**src/rtl/regread_unit.sv**
```systemverilog
// regread_unit: read side of the 8 x 32-bit register file.
// Fetches two source operands (A, B) for the decode stage. The pair is returned
// registered through a one-entry valid/ready output stage. A load scoreboard stalls
// reads of registers whose memory write-back is still outstanding.
// Optional feature macro: REGREAD_BYPASS_EN
//   defined   - same-cycle dstE/dstM write-back values are forwarded into the operands.
//   undefined - operands come from r0..r7 only; a source written this cycle stalls one cycle.
module regread_unit #(
    parameter int W    = 32,
    parameter int NREG = 8
) (
    input  logic            clock,
    input  logic            reset,
    input  logic            req_valid,
    output logic            req_ready,
    input  logic [3:0]      srcA,
    input  logic [3:0]      srcB,
    output logic            out_valid,
    input  logic            out_ready,
    output logic [W-1:0]    valA,
    output logic [W-1:0]    valB,
    input  logic [W-1:0]    r0,
    input  logic [W-1:0]    r1,
    input  logic [W-1:0]    r2,
    input  logic [W-1:0]    r3,
    input  logic [W-1:0]    r4,
    input  logic [W-1:0]    r5,
    input  logic [W-1:0]    r6,
    input  logic [W-1:0]    r7,
    input  logic [3:0]      dstE,
    input  logic [W-1:0]    valE,
    input  logic [3:0]      dstM,
    input  logic [W-1:0]    valM,
    input  logic            ld_issue,
    input  logic [3:0]      ld_dst,
    output logic [NREG-1:0] busy
);

    localparam int         IDXW    = $clog2(NREG);
    localparam logic [3:0] NREG_ID = 4'(NREG);

    logic [NREG-1:0][W-1:0] regs_s;
    logic                   hazard_a_s;
    logic                   hazard_b_s;
    logic                   hazard_s;
    logic                   accept_s;
    logic [W-1:0]           oper_a_s;
    logic [W-1:0]           oper_b_s;
    logic [NREG-1:0]        busy_next_s;
    logic [NREG-1:0]        busy_r;
    logic                   out_valid_r;
    logic [W-1:0]           val_a_r;
    logic [W-1:0]           val_b_r;

`ifdef REGREAD_BYPASS_EN
    // Newest value of a source: M write-back beats E write-back beats the regfile
    function automatic logic [W-1:0] read_src(
        input logic [3:0]             src,
        input logic [NREG-1:0][W-1:0] regs,
        input logic [3:0]             dst_e,
        input logic [W-1:0]           val_e,
        input logic [3:0]             dst_m,
        input logic [W-1:0]           val_m
    );
        logic [W-1:0] value;
        if (src >= NREG_ID) begin
            value = {W{1'b0}};
        end else if (src == dst_m) begin
            value = val_m;
        end else if (src == dst_e) begin
            value = val_e;
        end else begin
            value = regs[src[IDXW-1:0]];
        end
        return value;
    endfunction

    // A pending load blocks the read unless its write-back lands this cycle
    function automatic logic src_hazard(
        input logic [3:0]      src,
        input logic [NREG-1:0] pend,
        input logic [3:0]      dst_m
    );
        return (src < NREG_ID) && pend[src[IDXW-1:0]] && (src != dst_m);
    endfunction

    assign oper_a_s   = read_src(srcA, regs_s, dstE, valE, dstM, valM);
    assign oper_b_s   = read_src(srcB, regs_s, dstE, valE, dstM, valM);
    assign hazard_a_s = src_hazard(srcA, busy_r, dstM);
    assign hazard_b_s = src_hazard(srcB, busy_r, dstM);
`else
    // Without forwarding the operand always comes straight from the regfile
    function automatic logic [W-1:0] read_src(
        input logic [3:0]             src,
        input logic [NREG-1:0][W-1:0] regs
    );
        logic [W-1:0] value;
        if (src >= NREG_ID) begin
            value = {W{1'b0}};
        end else begin
            value = regs[src[IDXW-1:0]];
        end
        return value;
    endfunction

    // A source being written this cycle (or still pending a load) waits for the regfile
    function automatic logic src_hazard(
        input logic [3:0]      src,
        input logic [NREG-1:0] pend,
        input logic [3:0]      dst_e,
        input logic [3:0]      dst_m
    );
        return (src < NREG_ID) &&
               (pend[src[IDXW-1:0]] || (src == dst_e) || (src == dst_m));
    endfunction

    logic unused_wb_vals_s;

    assign unused_wb_vals_s = ^{valE, valM};
    assign oper_a_s   = read_src(srcA, regs_s);
    assign oper_b_s   = read_src(srcB, regs_s);
    assign hazard_a_s = src_hazard(srcA, busy_r, dstE, dstM);
    assign hazard_b_s = src_hazard(srcB, busy_r, dstE, dstM);
`endif

    assign regs_s    = {r7, r6, r5, r4, r3, r2, r1, r0};
    assign hazard_s  = hazard_a_s || hazard_b_s;
    assign req_ready = (!out_valid_r || out_ready) && !hazard_s;
    assign accept_s  = req_valid && req_ready;

    // Scoreboard update: a newly issued load wins over a same-cycle write-back clear
    always_comb begin
        busy_next_s = busy_r;
        for (int i = 0; i < NREG; i++) begin
            if (ld_issue && (ld_dst == 4'(i))) begin
                busy_next_s[i] = 1'b1;
            end else if (dstM == 4'(i)) begin
                busy_next_s[i] = 1'b0;
            end else begin
                busy_next_s[i] = busy_r[i];
            end
        end
    end

    // Scoreboard register, tracked regardless of the request handshake
    always_ff @(posedge clock or negedge reset) begin
        if (!reset) begin
            busy_r <= {NREG{1'b0}};
        end else begin
            busy_r <= busy_next_s;
        end
    end

    // One-entry output stage: load on accept, drain on take, otherwise hold
    always_ff @(posedge clock or negedge reset) begin
        if (!reset) begin
            out_valid_r <= 1'b0;
            val_a_r     <= {W{1'b0}};
            val_b_r     <= {W{1'b0}};
        end else if (accept_s) begin
            out_valid_r <= 1'b1;
            val_a_r     <= oper_a_s;
            val_b_r     <= oper_b_s;
        end else if (out_ready) begin
            out_valid_r <= 1'b0;
        end else begin
            out_valid_r <= out_valid_r;
        end
    end

    assign out_valid = out_valid_r;
    assign valA      = val_a_r;
    assign valB      = val_b_r;
    assign busy      = busy_r;

endmodule
```
**config.mk**
```make
export PLATFORM = sky130hd
export DESIGN_NAME = regread_unit
export DESIGN_NICKNAME = d
export VERILOG_FILES = /design/src/rtl/regread_unit.sv
export SDC_FILE = /design/constraint.sdc
export NUM_CORES = 1
export LEC_CHECK = 0
export ABC_AREA = 1
export ABC_CLOCK_PERIOD_IN_PS = 1800
export CORE_AREA = 3 3 164 166
export DETAILED_ROUTE_END_ITERATION = 8
export DIE_AREA = 0 0 167 169
export GPL_TIMING_DRIVEN = 0
export PLACE_DENSITY = 0.66
export SLEW_MARGIN = 20
export SYNTH_ARGS = -nofsm -noshare
export SYNTH_HDL_FRONTEND = slang
export SYNTH_SLANG_ARGS = --single-unit
```
**constraint.sdc**
```tcl
create_clock -name clock -period 1.8 [get_ports clock]
set_input_delay 0.18 -clock clock [delete_from_list [all_inputs] [get_ports clock]]
set_output_delay 0.18 -clock clock [all_outputs]
set_load 0.005 [all_outputs]
```
== Yosys cells after proc, flatten, opt, wreduce, memory -nomap -nowiden ==
Cells that the tools add are included.
W data, S select, Z words.

* Flip-flop bits (word level): 73
* Word-level logic and storage cells: 94

* Magnitude comparators: 6
* Equal/unequal tests: 18
* Multiplexer cells: 28
* Reduce and logical (&&, ||, !) cells: 31

{| class="wikitable"
|+ Operators with widths
! kind !! count
|-
| $bmux W32 S3 || 2
|-
| $mux W32 || 4
|-
| $eq A4 B3 Y1 const B || 8
|-
| $mux W1 || 20
|-
| $reduce_bool A2 Y1 || 9
|-
| $eq A4 B2 Y1 const B || 4
|-
| $eq A4 B4 Y1 || 4
|-
| $logic_and A1 B1 Y1 || 12
|-
| $eq A4 B1 Y1 const B || 2
|-
| $ge A4 B4 Y1 const B || 2
|-
| $logic_not A4 Y1 || 2
|-
| $lt A3 B4 Y1 const B || 2
|-
| $lt A4 B4 Y1 const B || 2
|-
| $bmux W1 S3 || 2
|-
| $logic_or A1 B1 Y1 || 6
|-
| $logic_not A1 Y1 || 2
|}

== Longest topological paths before layout ==
* Word-level depth: 10
* Depth in mapped cells: 14

== Worst setup path before layout ==
Ideal clock, no wire load.

* Kind: input to register
* Start point: in srcA[0]
* End point: reg val_a_r[19] (netlist: valA[19])
* Library setup time: 0.117 ns
* Arrival: 1.376 ns
* Required time: 1.683 ns
* Setup slack: 0.307 ns
* Stages: 14
* Path buffers: 4
* Cell sequence: buf_6 > inv_4 > buf_6 > nand2_1 > nand3_1 > nand3_1 > nand2_1 > nand2_1 > a21oi_2 > nand3_1 > buf_4 > buf_6 > nand2_1 > nand2_1

* Longest elaborated chain between the ends: 9
* Elaborated cells on any way between the ends: 16
* Those cells by class: 2 x order compare; 2 x eq/ne; 5 x mux; 7 x reduce/logical

{| class="wikitable"
|+ RTL lines
! element !! line !! RTL
|-
| from (decl) || 16 || <nowiki>input logic [3:0] srcA,</nowiki>
|-
| $bmux W1 S3 || 114 || <nowiki>(pend[src[IDXW-1:0]] || (src == dst_e) || (src == dst_m));</nowiki>
|-
| $mux W1 (implied by the code) || 114 ||
|-
| $logic_or A1 B1 Y1 (2 in a row) || 114 ||
|-
| $logic_and A1 B1 Y1 || 113 || <nowiki>return (src < NREG_ID) &&</nowiki>
|-
| $logic_or A1 B1 Y1 || 127 || <nowiki>assign hazard_s = hazard_a_s || hazard_b_s;</nowiki>
|-
| $logic_not A1 Y1 || 128 || <nowiki>assign req_ready = (!out_valid_r || out_ready) && !hazard_s;</nowiki>
|-
| $logic_and A1 B1 Y1 || 128 ||
|-
| $logic_and A1 B1 Y1 || 129 || <nowiki>assign accept_s = req_valid && req_ready;</nowiki>
|-
| to (signal assigned) || 158 || <nowiki>val_a_r <= {W{1'b0}};</nowiki>
|-
| to (signal assigned) || 162 || <nowiki>val_a_r <= oper_a_s;</nowiki>
|-
| to (decl) || 52 || <nowiki>logic [W-1:0] val_a_r;</nowiki>
|}

Parallel ways exist; a longest one is shown, timed or not. The select of a mux whose other input is x is not followed.
A chain may end at the register's enable or synchronous reset.

== Worst setup path after layout ==
* Start point: reg busy_r[4] (netlist: busy[4])
* End point: out req_ready

* Longest elaborated chain between the ends: 8
* Elaborated cells on any way between the ends: 13
* Those cells by class: 4 x mux; 9 x reduce/logical

{| class="wikitable"
|+ RTL lines
! element !! line !! RTL
|-
| from (decl) || 50 || <nowiki>logic [NREG-1:0] busy_r;</nowiki>
|-
| from (signal assigned) || 148 || <nowiki>busy_r <= {NREG{1'b0}};</nowiki>
|-
| from (signal assigned) || 150 || <nowiki>busy_r <= busy_next_s;</nowiki>
|-
| $bmux W1 S3 || 114 ||
|-
| $mux W1 (implied by the code) || 114 ||
|-
| $logic_or A1 B1 Y1 (2 in a row) || 114 ||
|-
| $logic_and A1 B1 Y1 || 113 ||
|-
| $logic_or A1 B1 Y1 (*) || 127 ||
|-
| $logic_not A1 Y1 (*) || 128 ||
|-
| $logic_and A1 B1 Y1 (*) || 128 ||
|-
| to (decl) || 15 || <nowiki>output logic req_ready,</nowiki>
|}

Mark *: on every way between the ends. The rest lies on a longest branch, timed or not. The select of a mux whose other input is x is not followed.

==> summary.md <==
| Metric | Value |
|---|---|
| R2R Path Start | `busy[4]` |
| Final setup margin | `-0.206 ns` |
| Period utilization | `1.11` |
| Avg Cell Area, Syn | `roughly 5.7 sq um` |
| Register area share after synthesis | `0.223` |
| Reg2Reg Depth | `10` |
| Largest stage delay, worst path | `approximately 0.40 ns` |
| Leak | `between 6 and 7 nW` |
| Slew headroom | `0.456` |
| DIE AREA | `between 20000 and 30000 sq um` |
| Critical Path RT | `1.62 ns` |
| Comb pwr share | `0.525` |
| Run status | `finished with violations` |
| Row count | `between 50 and 60` |
| Sw frac | `0.398` |
| Critical path peak fanout | `2` |
| CTS Buffer Depth | `2` |
| Area growth, synth to finish | `64.9%` |
| Die Y | `around 170 microns` |
| Final hold viol count | `0` |
| Worst-path cell chain | `buf_6, o211ai_1, a21oi_2, o21ai_4, buf_6, and2_4, buf_6` |
| Vias per cell | `between 5 and 6` |
| Hold Path Class | `in2async` |
| Final HPWL DP | `42400 microns` |
| FMAX | `roughly 500 MHz` |
| Worst-Skew Late Latency | `~0.35 ns` |
| Final Instance Area | `between 10000 and 15000 sq um` |
| Total I/O pin count | `between 400 and 500` |
| Cell count after synthesis | `1426` |
| Flops & latches, synth | `73` |
| RePlAce Congestion | `0.984` |
| ANT nets after route | `0` |
| Post-placement cell area | `12200 sq um` |
| R2r setup slk | `-0.19 ns` |
| Total GRT Usage | `0.363` |
| Worst slew pin tran | `roughly 0.82 ns` |
| # fillers | `roughly 2600` |
| Pre-CTS setup slack | `-1.16 ns` |
| RSZ-0062 raised after global routing | `yes` |
| Internal cell power | `5.37 mW` |
| EDFF count, synth | `0` |
| H-tree Lvls | `3` |
| CP endpoint kind | `output port` |
| Die Wd | `roughly 170 microns` |
| Final setup fails | `66` |
| Worst Setup Path Type | `reg2out` |
| Clock power share | `0.204` |
| Post-synthesis cell type count | `24` |
| Sw power | `3.55 mW` |
| Power per cell area | `660 nW/um^2` |
| Maxcap violations | `0` |
| CTS Buf Count | `9` |
| Async set-reset flop share out of synthesis | `1.00` |
| Grt ovf | `0` |
| CP Capture Point | `req_ready` |
| Crit path DAT | `1.83 ns` |
| CP Depth | `7` |
| Synth Flop Type | `dfrtp_1` |
| # port buffers | `~350` |
| Total core area | `between 20000 and 30000 sq um` |
| Routed wire length | `53900 microns` |
| First-pass GRT wire length | `just under 80000 microns` |
| Largest net degree at the start of global routing | `between 50 and 60` |
| Vias | `12700` |
| Setup crit start | `busy[4]` |
| Worst Clk Skew | `around 0.0091 ns` |
| CTS tree | `yes` |
| Min Tclk post-route | `2.01 ns` |
| Clock slew at reported path FFs | `about 0.070 ns` |
| Pre-antenna DRT Iters | `6` |
| Critical R2R Capture | `valB[19]` |
| Initial Util | `0.318` |
| Share of cells above drive strength 1 | `0.126` |
| DRC viols | `0` |
| CP Launch Type | `flop` |
| Syn Std Cell Area | `approximately 8000 sq um` |
| Slowest cell on the critical path | `dfrtp_1` |
| Family with the most delay on the worst path | `compound AO/OA/AOI/OAI gates` |
| Vias in the first global route | `roughly 12000` |
| Register share of total power | `0.271` |
| CTS sink count | `73` |
| Initial antenna violation count | `9` |
| Max-slew violations | `0` |
| Violated checks | `setup timing` |
| Yosys warnings | `0` |
| DR iter-0 viols | `between 1500 and 2000` |
| Peak VDD IR | `0.000633 V` |
| CP Buf/Inv Count | `3` |
| CP most frequent cell | `buf_6` |
| Routed WL per cell | `approximately 25 microns` |
| Root buf cell | `clkbuf_16` |
| Net Count, Synth | `roughly 1800` |
| # nets final | `about 2200` |
==> synth_stat cells (all sizes together) (8+ instances only) <==
| cell | count | area share |
|---|---|---|
| o211ai | 66 | 0.060 |
| nand3 | 138 | 0.084 |
| buf | 70 | 0.047 |
| nor3 | 8 | 0.0049 |
| dfrtp | 73 | 0.22 |
| o21ai | 202 | 0.12 |
| clkbuf | 64 | 0.029 |
| nand2 | 312 | 0.14 |
| inv | 155 | 0.071 |
| nor2 | 51 | 0.023 |
| nand4 | 64 | 0.049 |
| and3 | 25 | 0.019 |
| a21oi | 194 | 0.12 |
==> per-stage QoR <==
| step | TNS, ns | util | std cells | hold slack (ns) | power [mW] |
|---|---|---|---|---|---|
| 2_1_floorplan | 0 | - | 1426 | -0.116 | 3.83 |
| 3_3_place_gp | -203.96 | 0.471 | 2112 | 0.455 | 6.16 |
| 3_5_place_dp | -53.75 | 0.472 | 2113 | 0.0885 | 6.19 |
| 4_1_cts | -6.17 | 0.515 | 2168 | 0.274 | 8.60 |
| 5_1_grt | -12.90 | 0.524 | 2172 | 0.278 | 9.31 |
| 6_report | -9.34 | 0.524 | 2172 | 0.259 | 8.92 |
==> flip-flops by register name (all words and copies together) (netlist names) <==
name	cells
valB	32
valA	32
out_valid	1
busy	8
==> layer usage <==
metal  routed length [microns]  GRT usage  part of all wire
met5                        34          0           0.00063
met4                      2860      0.176             0.053
met3                      5880     0.0738              0.11
met2                     23600      0.559              0.44
met1                     21500      0.486              0.40
==> cell usage in the layout (no fill, tap or decap), drive strengths merged, types with 2 or more instances in the layout <==
master,Yosys,final
nand4,64,64
o21ai,202,202
and3,25,25
nor2,51,51
clkinvlp,0,3
dlymetal6s2s,0,2
nand2,312,312
nor3,8,8
clkdlybuf4s50,0,340
clkbuf,64,75
diode,0,6
o211ai,66,66
inv,155,159
dlygate4sd2,0,6
buf,70,106
nand3,138,138
a21oi,194,194
dfrtp,73,73
==> layout make-up <==
type,instances,area (sq um),share of cell area
antenna,6,15.0,0.00111
clock inverter,7,60.1,0.00444
inverter,156,598,0.0443
sequential,73,1830,0.135
timing repair buffer,389,4020,0.297
tap,335,419,0.0310
multi-input combinational,1063,5580,0.413
clock buffer,9,225,0.0167
buffer,134,768,0.0569
==> repair_timing <==
item | CTS | global route
hold buffers | 1 | 0
endpoints found under the setup margin | 66 | 66
resized for setup | 160 | 67
setup buffers | 29 | 0
gates cloned | 9 | 0
pin swaps | 17 | 9
endpoints found under the hold margin | 18 | 0
==> how the worst min path moves through the flow <==
| stage | from | end | slack (ns) |
|---|---|---|---|
| after floorplan | reset | busy[0] | -0.12 |
| after global placement | valA[26] | valA[26] | 0.45 |
| after detailed placement | reset | valB[8] | 0.09 |
| after CTS | reset | busy[2] | 0.27 |
| after global routing | reset | busy[1] | 0.28 |
| final | reset | busy[3] | 0.26 |
==> power groups by stage <==
stage	combinational [mW]	sequential (mW)	clock (mW)
after global placement	3.86	2.30	0
after floorplan	1.52	2.31	0
after CTS	4.45	2.34	1.81
final	4.68	2.41	1.82
after detailed placement	3.88	2.31	0
after global routing	4.95	2.46	1.90
==> logic make-up after synthesis <==
| family | after synthesis | synth area share |
|---|---|---|
| DFF | 73 | 0.223 |
| xor gates and xnor gates | 1 | 0.00107 |
| and+or+nand+nor | 600 | 0.325 |
| buffers and inverters | 290 | 0.148 |
| AOI/OAI and AO/OA | 462 | 0.303 |
No activity file was read; power rests on OpenSTA's default activity.
